$ cat config.mk
export PLATFORM = sky130hd
export DESIGN_NAME = trg_debounce_oneshot
export DESIGN_NICKNAME = d
export VERILOG_FILES = /design/src/rtl/trg_pkg.sv /design/src/rtl/sync_2ff.sv /design/src/rtl/trg_debounce_oneshot.sv
export SDC_FILE = /design/constraint.sdc
export NUM_CORES = 1
export LEC_CHECK = 0
export BUFFER_PORTS_ARGS = -buffer_cell sky130_fd_sc_hd__clkbuf_2
export CAP_MARGIN = 20
export CORE_MARGIN = 8
export CORE_UTILIZATION = 60
export DETAILED_ROUTE_END_ITERATION = 10
export PLACE_DENSITY = 0.87
export SYNTH_ARGS = -nofsm -noshare
export SYNTH_HDL_FRONTEND = slang
export SYNTH_SLANG_ARGS = --single-unit
$ cat constraint.sdc
create_clock -name CLK -period 4.5 [get_ports CLK]
set_input_delay 0 -clock CLK [delete_from_list [all_inputs] [get_ports CLK]]
set_output_delay 0 -clock CLK [all_outputs]
set_load 0.01 [all_outputs]
$ cat src/rtl/trg_pkg.sv
// -----------------------------------------------------------------------------
// trg_pkg
// Shared definitions for the trigger conditioning stage.
//   trg_state_e    : debounce FSM state encoding (2 bits)
//   DB_N_DEFAULT   : default number of stable cycles to accept press/release
//   REP_N_DEFAULT  : default hold-to-repeat period in cycles
// -----------------------------------------------------------------------------
package trg_pkg;

    typedef enum logic [1:0] {
        IDLE      = 2'd0,
        PRESS_CHK = 2'd1,
        HELD      = 2'd2,
        REL_CHK   = 2'd3
    } trg_state_e;

    localparam logic [15:0] DB_N_DEFAULT  = 16'd50000;
    localparam logic [15:0] REP_N_DEFAULT = 16'd60000;

endpackage

$ cat src/rtl/sync_2ff.sv
// -----------------------------------------------------------------------------
// sync_2ff
// Two-flop level synchroniser for a single asynchronous input.
//   CLK : destination clock, rising edge
//   R_N : asynchronous active-low reset, both flops clear to 0
//   D   : asynchronous level in
//   Q   : synchronised level out (second flop)
// -----------------------------------------------------------------------------
module sync_2ff (
    input  logic CLK,
    input  logic R_N,
    input  logic D,
    output logic Q
);

    logic meta_r;
    logic q_r;

    // Synchroniser chain; the first flop may go metastable, the second filters it.
    always_ff @(posedge CLK or negedge R_N) begin
        if (!R_N) begin
            meta_r <= 1'b0;
            q_r    <= 1'b0;
        end else begin
            meta_r <= D;
            q_r    <= meta_r;
        end
    end

    assign Q = q_r;

endmodule

$ cat src/rtl/trg_debounce_oneshot.sv
// -----------------------------------------------------------------------------
// trg_debounce_oneshot
// Conditions a raw push-switch level into a single-cycle trigger pulse for the
// downstream timer. The level is synchronised, press and release are each
// debounced over DB_N consecutive stable cycles, and an accepted press emits
// one TRG_ONE pulse. With REP_EN=1 the pulse repeats every REP_N cycles while
// the switch stays held.
//   CLK       : system clock, rising edge
//   R_N       : asynchronous active-low reset
//   SW_IN     : raw switch level (async), 1 = pressed
//   EN        : trigger enable, gates TRG_ONE only
//   TRG_ONE   : registered one-cycle trigger pulse
//   SW_STABLE : registered debounced switch level
// -----------------------------------------------------------------------------
module trg_debounce_oneshot
    import trg_pkg::*;
#(
    parameter int unsigned   BW     = 16,
    parameter logic [BW-1:0] DB_N   = BW'(DB_N_DEFAULT),
    parameter logic          REP_EN = 1'b0,
    parameter logic [BW-1:0] REP_N  = BW'(REP_N_DEFAULT)
) (
    input  logic CLK,
    input  logic R_N,
    input  logic SW_IN,
    input  logic EN,
    output logic TRG_ONE,
    output logic SW_STABLE
);

    localparam logic [BW-1:0] CNT_ZERO = {BW{1'b0}};
    localparam logic [BW-1:0] CNT_ONE  = {{(BW-1){1'b0}}, 1'b1};
    // Terminal counts: the counter is cleared on every state entry, so
    // reaching N-1 means N consecutive qualifying cycles have elapsed.
    localparam logic [BW-1:0] DB_LAST  = DB_N - CNT_ONE;
    localparam logic [BW-1:0] REP_LAST = REP_N - CNT_ONE;

    logic       sw_s;
    trg_state_e state_r;
    trg_state_e state_s;
    logic [BW-1:0] cnt_r;
    logic [BW-1:0] cnt_s;
    logic       trg_r;
    logic       trg_s;
    logic       stable_r;
    logic       stable_s;

    sync_2ff u_sync_sw (
        .CLK (CLK),
        .R_N (R_N),
        .D   (SW_IN),
        .Q   (sw_s)
    );

    // Next-state, shared counter and output decode for the debounce FSM.
    always_comb begin
        state_s  = state_r;
        cnt_s    = cnt_r;
        trg_s    = 1'b0;
        stable_s = stable_r;
        case (state_r)
            IDLE: begin
                if (sw_s) begin
                    state_s = PRESS_CHK;
                    cnt_s   = CNT_ZERO;
                end else begin
                    cnt_s   = CNT_ZERO;
                end
            end
            PRESS_CHK: begin
                if (!sw_s) begin
                    state_s = IDLE;
                    cnt_s   = CNT_ZERO;
                end else if (cnt_r == DB_LAST) begin
                    state_s  = HELD;
                    cnt_s    = CNT_ZERO;
                    stable_s = 1'b1;
                    trg_s    = EN;
                end else begin
                    cnt_s    = cnt_r + CNT_ONE;
                end
            end
            HELD: begin
                if (!sw_s) begin
                    state_s = REL_CHK;
                    cnt_s   = CNT_ZERO;
                end else if (REP_EN && (cnt_r == REP_LAST)) begin
                    cnt_s   = CNT_ZERO;
                    trg_s   = EN;
                end else if (REP_EN) begin
                    cnt_s   = cnt_r + CNT_ONE;
                end else begin
                    // No repeat: keep the counter parked so a later bounce
                    // back from REL_CHK starts from a known value.
                    cnt_s   = CNT_ZERO;
                end
            end
            REL_CHK: begin
                if (sw_s) begin
                    // Short release glitch: back to HELD, repeat period restarts,
                    // no new pulse.
                    state_s = HELD;
                    cnt_s   = CNT_ZERO;
                end else if (cnt_r == DB_LAST) begin
                    state_s  = IDLE;
                    cnt_s    = CNT_ZERO;
                    stable_s = 1'b0;
                end else begin
                    cnt_s    = cnt_r + CNT_ONE;
                end
            end
            default: begin
                state_s  = IDLE;
                cnt_s    = CNT_ZERO;
                stable_s = 1'b0;
            end
        endcase
    end

    // State, counter and registered outputs.
    always_ff @(posedge CLK or negedge R_N) begin
        if (!R_N) begin
            state_r  <= IDLE;
            cnt_r    <= CNT_ZERO;
            trg_r    <= 1'b0;
            stable_r <= 1'b0;
        end else begin
            state_r  <= state_s;
            cnt_r    <= cnt_s;
            trg_r    <= trg_s;
            stable_r <= stable_s;
        end
    end

    assign TRG_ONE   = trg_r;
    assign SW_STABLE = stable_r;

endmodule
==> report_table.html <==
<table>
<tr><th>Metric</th><th>Value</th></tr>
<tr><th colspan="2">Run status</th></tr>
<tr><td>Outcome</td><td>finished, final reports clean</td></tr>
<tr><th colspan="2">Power</th></tr>
<tr><td>Total power per unit cell area</td><td>320 nW/um2</td></tr>
<tr><td>Maximum vdd ir drop</td><td>0.000224 V</td></tr>
<tr><td>Leakage power total</td><td>0.000456 uW</td></tr>
<tr><th colspan="2">Synth</th></tr>
<tr><td>Distinct cell type count of the synthesized netlist</td><td>23</td></tr>
<tr><td>Count of yosys warnings during synthesis</td><td>0</td></tr>
<tr><td>Mux contribution to synthesized area</td><td>0.972%</td></tr>
<tr><td>Post-synthesis instance area</td><td>1030 um2</td></tr>
<tr><td>Cell count after synthesis</td><td>99</td></tr>
<tr><td>Arithmetic-cell share of the synthesized area counting full adders, half adders and majority gates</td><td>1.22%</td></tr>
<tr><td>Number of nets produced by synthesis</td><td>104</td></tr>
<tr><td>EDFF count, synth</td><td>0</td></tr>
<tr><td>Syn avg cell area</td><td>10.4 um2</td></tr>
<tr><td>Sequential element share of the synthesized area</td><td>53.5%</td></tr>
<tr><td>Total of flip-flops plus latches after synthesis</td><td>22</td></tr>
<tr><td>Post-synthesis share of cell area spent on and, or, nand and nor gates</td><td>26.2%</td></tr>
<tr><td>Primary FF master, synth</td><td>dfrtp_1</td></tr>
<tr><td>Synthesized-area fraction occupied by xor and xnor cells</td><td>12.8%</td></tr>
<tr><td>Compound-gate portion of the synthesized area</td><td>1.70%</td></tr>
<tr><td>Dominant combinational cell family by area after synthesis</td><td>simple AND/OR/NAND/NOR gates</td></tr>
<tr><td>Share of synthesized flip-flops with an asynchronous set or reset</td><td>100%</td></tr>
<tr><th colspan="2">Placement</th></tr>
<tr><td>Placed cell areas</td><td>1060 um2</td></tr>
<tr><td>Buffers added on ports</td><td>5</td></tr>
<tr><td>Final estimated routing congestion in global placement</td><td>0.765</td></tr>
<tr><td>Number of placed instances, taps included</td><td>119</td></tr>
<tr><td>HPWL after DPL</td><td>1340 um</td></tr>
<tr><th colspan="2">Setup path</th></tr>
<tr><td>Setup CP Type</td><td>reg2reg</td></tr>
<tr><td>R2r endpoint</td><td>cnt_r[14]$_DFF_PN0_</td></tr>
<tr><td>Data required time of the critical path</td><td>4690 ps</td></tr>
<tr><td>Register-to-Register Path Depth</td><td>4</td></tr>
<tr><td>Critical path endpoint category</td><td>register</td></tr>
<tr><td>CP Data Arrival Time</td><td>2260 ps</td></tr>
<tr><td>Reg-to-reg startpoint</td><td>cnt_r[11]$_DFF_PN0_</td></tr>
<tr><td>Crit path max fanout</td><td>15</td></tr>
<tr><td>R2R Setup Slk</td><td>2440 ps</td></tr>
<tr><td>Sort of element at the start of the critical path</td><td>register</td></tr>
<tr><th colspan="2">GRT</th></tr>
<tr><td>Initial antenna violation count</td><td>0</td></tr>
<tr><td>Number of global-route vias before repair</td><td>731</td></tr>
<tr><td>Overflow left after global routing</td><td>0</td></tr>
<tr><td>First-pass GRT wire length</td><td>3390 um</td></tr>
<tr><td>Maximum number of pins on one net before global-route repair</td><td>23</td></tr>
<tr><td>Overall track demand over capacity in global routing</td><td>13.3%</td></tr>
<tr><th colspan="2">Die</th></tr>
<tr><td>Chip height</td><td>57.4 um</td></tr>
<tr><td>Die ar.</td><td>3300 um2</td></tr>
<tr><td>Width of the die</td><td>57.4 um</td></tr>
<tr><td>Area of the placeable core</td><td>1670 um2</td></tr>
<tr><td>Starting utilization of the core area</td><td>61.6%</td></tr>
<tr><td>Cell Rows</td><td>15</td></tr>
<tr><td>Ports</td><td>6</td></tr>
<tr><th colspan="2">Routing</th></tr>
<tr><td>Total vias in the final route</td><td>753</td></tr>
<tr><td>Final antenna-violating net count</td><td>0</td></tr>
<tr><td>Number of DRC markers in iteration 0</td><td>14</td></tr>
<tr><td>Per-cell routed wire length</td><td>14.9 um</td></tr>
<tr><td>Total Routed Length</td><td>1870 um</td></tr>
<tr><td>First drt pass iteration count</td><td>4</td></tr>
<tr><td>Number of vias per cell after detailed routing</td><td>5.98</td></tr>
<tr><td>Detailed-route DRC error count</td><td>0</td></tr>
<tr><th colspan="2">Flow run</th></tr>
<tr><td>Total of max-cap violations</td><td>0</td></tr>
<tr><th colspan="2">Timing</th></tr>
<tr><td>TNS Setup</td><td>0 ps</td></tr>
<tr><td>Final hold slack</td><td>181 ps</td></tr>
<tr><td>Tmin final</td><td>2060 ps</td></tr>
<tr><td>Max-slew violation total from the final report</td><td>0</td></tr>
<tr><td>Total setup violations reported at the end of the flow</td><td>0</td></tr>
<tr><td>Setup repair after global routing missed its margin</td><td>no</td></tr>
<tr><td>Slew @ Worst Pin</td><td>523 ps</td></tr>
<tr><td>Number of failing hold endpoints at the final stage</td><td>0</td></tr>
<tr><td>FMAX</td><td>485 MHz</td></tr>
<tr><td>Final critical-path share of the clock period</td><td>45.9%</td></tr>
<tr><td>Clock Skew</td><td>5.83 ps</td></tr>
<tr><td>Worst slew margin</td><td>65.1%</td></tr>
<tr><th colspan="2">Clock tree</th></tr>
<tr><td>CTS Buffer Depth</td><td>2</td></tr>
<tr><td>Clock Sinks</td><td>22</td></tr>
<tr><td>CTS H-tree lvls</td><td>1</td></tr>
<tr><td>Insertion delay to the later sink of the worst-skew pair</td><td>320 ps</td></tr>
<tr><td>Post-CTS Setup Inserts</td><td>0</td></tr>
<tr><td>Clock-pin slew reported for the worst setup and hold paths after clock tree synthesis</td><td>120 ps</td></tr>
<tr><td>Post-cts hold buffer count</td><td>3</td></tr>
<tr><td>Count of instances resized after the clock tree is built</td><td>0</td></tr>
<tr><td>TritonCTS clock tree</td><td>yes</td></tr>
<tr><td>Num CTS Buffers</td><td>3</td></tr>
<tr><td>Buffer type at the clock tree root</td><td>clkbuf_4</td></tr>
<tr><th colspan="2">Hold path</th></tr>
<tr><td>Hold crit path type</td><td>in2async</td></tr>
<tr><th colspan="2">Finish</th></tr>
<tr><td>Fraction of final layout cells with drive strength greater than 1</td><td>11.0%</td></tr>
<tr><td>Layout-stage area growth over the synthesis result</td><td>10.7%</td></tr>
<tr><td>Total inserted antenna cells</td><td>0</td></tr>
<tr><td>Fraction of the core area covered by cells at the end of the flow</td><td>68.2%</td></tr>
<tr><td>Post-route insts no fill</td><td>126</td></tr>
<tr><td>Most common cell after layout, fill and taps aside</td><td>dfrtp_1</td></tr>
<tr><td>Post-Layout Inst Area</td><td>1140 um2</td></tr>
<tr><td>Top library cells by usage in the layout, fill and taps aside</td><td>dfrtp_1, nor2_1, xnor2_1, nand3_1</td></tr>
<tr><td>Final #Nets</td><td>115</td></tr>
</table>
state kept, by name (all words and copies together) (netlist names), named ones only:
register and flops:
u_sync_sw.Q 1, TRG_ONE 1, state_r 1, SW_STABLE 1, u_sync_sw.meta_r 1, cnt_r 16
how the worst max path moves through the flow:
stage | startpoint | to | slack (ps) | depth (start not counted)
final | cnt_r[11]$_DFF_PN0_ | cnt_r[14]$_DFF_PN0_ | 2440 | 4
after detailed placement | cnt_r[11]$_DFF_PN0_ | cnt_r[11]$_DFF_PN0_ | 2470 | 4
after global routing | cnt_r[0]$_DFF_PN0_ | cnt_r[7]$_DFF_PN0_ | 2250 | 5
after CTS | cnt_r[11]$_DFF_PN0_ | cnt_r[11]$_DFF_PN0_ | 2460 | 4
after floorplan | cnt_r[11]$_DFF_PN0_ | cnt_r[10]$_DFF_PN0_ | 2720 | 6
after global placement | cnt_r[11]$_DFF_PN0_ | cnt_r[6]$_DFF_PN0_ | 2540 | 4
worst max-delay path, cell delays in order (launching register included):
cell and delay, ps:
dfrtp_1 460, or4b_4 570, nor4_4 320, or2_1 480
nor2_1 120
report_power, final:
part	leakage (uW)	switching (uW)	internal, uW	total, uW
Combinational	0.000129	7.50	4.15	11.7
Clock	0.0000279	61.5	90.2	152
Sequential	0.000299	2.16	200	202
Yosys cell counts (2+ instances only):
cell type | count | share of area (%)
nor4_1 | 4 | 2.4
nand3_1 | 6 | 2.9
xor2_1 | 2 | 1.7
dfrtp_1 | 22 | 53
inv_1 | 5 | 1.8
xnor2_1 | 13 | 11
nor2_1 | 19 | 6.9
nand4_1 | 5 | 3.0
o21ai_0 | 2 | 0.97
nand2_1 | 5 | 1.8
nor3_1 | 4 | 1.9
cells by family after synthesis:
| logic type | after synthesis |
|---|---|
| and+or+nand+nor | 50 |
| DFF | 22 |
| xor gates and xnor gates | 15 |
| buffers and inverters | 7 |
| AOI/OAI and AO/OA | 3 |
| muxes | 1 |
| adders and majority gates | 1 |
routing by layer:
metal  share of wire (%)  GRT usage (%)  wire length, um
met5                   0              0                0
met3                 5.3           4.26              100
met2                  51           21.1              946
met4                 2.3           6.43               44
met1                  42           15.8              782
stage by stage:
step                setup slack [ps]  total power (uW)
floorplan                       2720               211
global placement                2540               215
detailed placement              2470               216
CTS                             2460               368
global route                    2250               380
finish                          2440               365
final cells by class:
class | count | area [um2]
well taps | 17 | 21.3
clock buffers | 3 | 22.5
flip-flops and latches | 22 | 551
clock inverters | 1 | 30.0
fillers | 121 | 531
inverters | 5 | 18.8
multi-input cells | 70 | 442
repair buffers | 8 | 55.1
(Power assumes the default switching activity.)
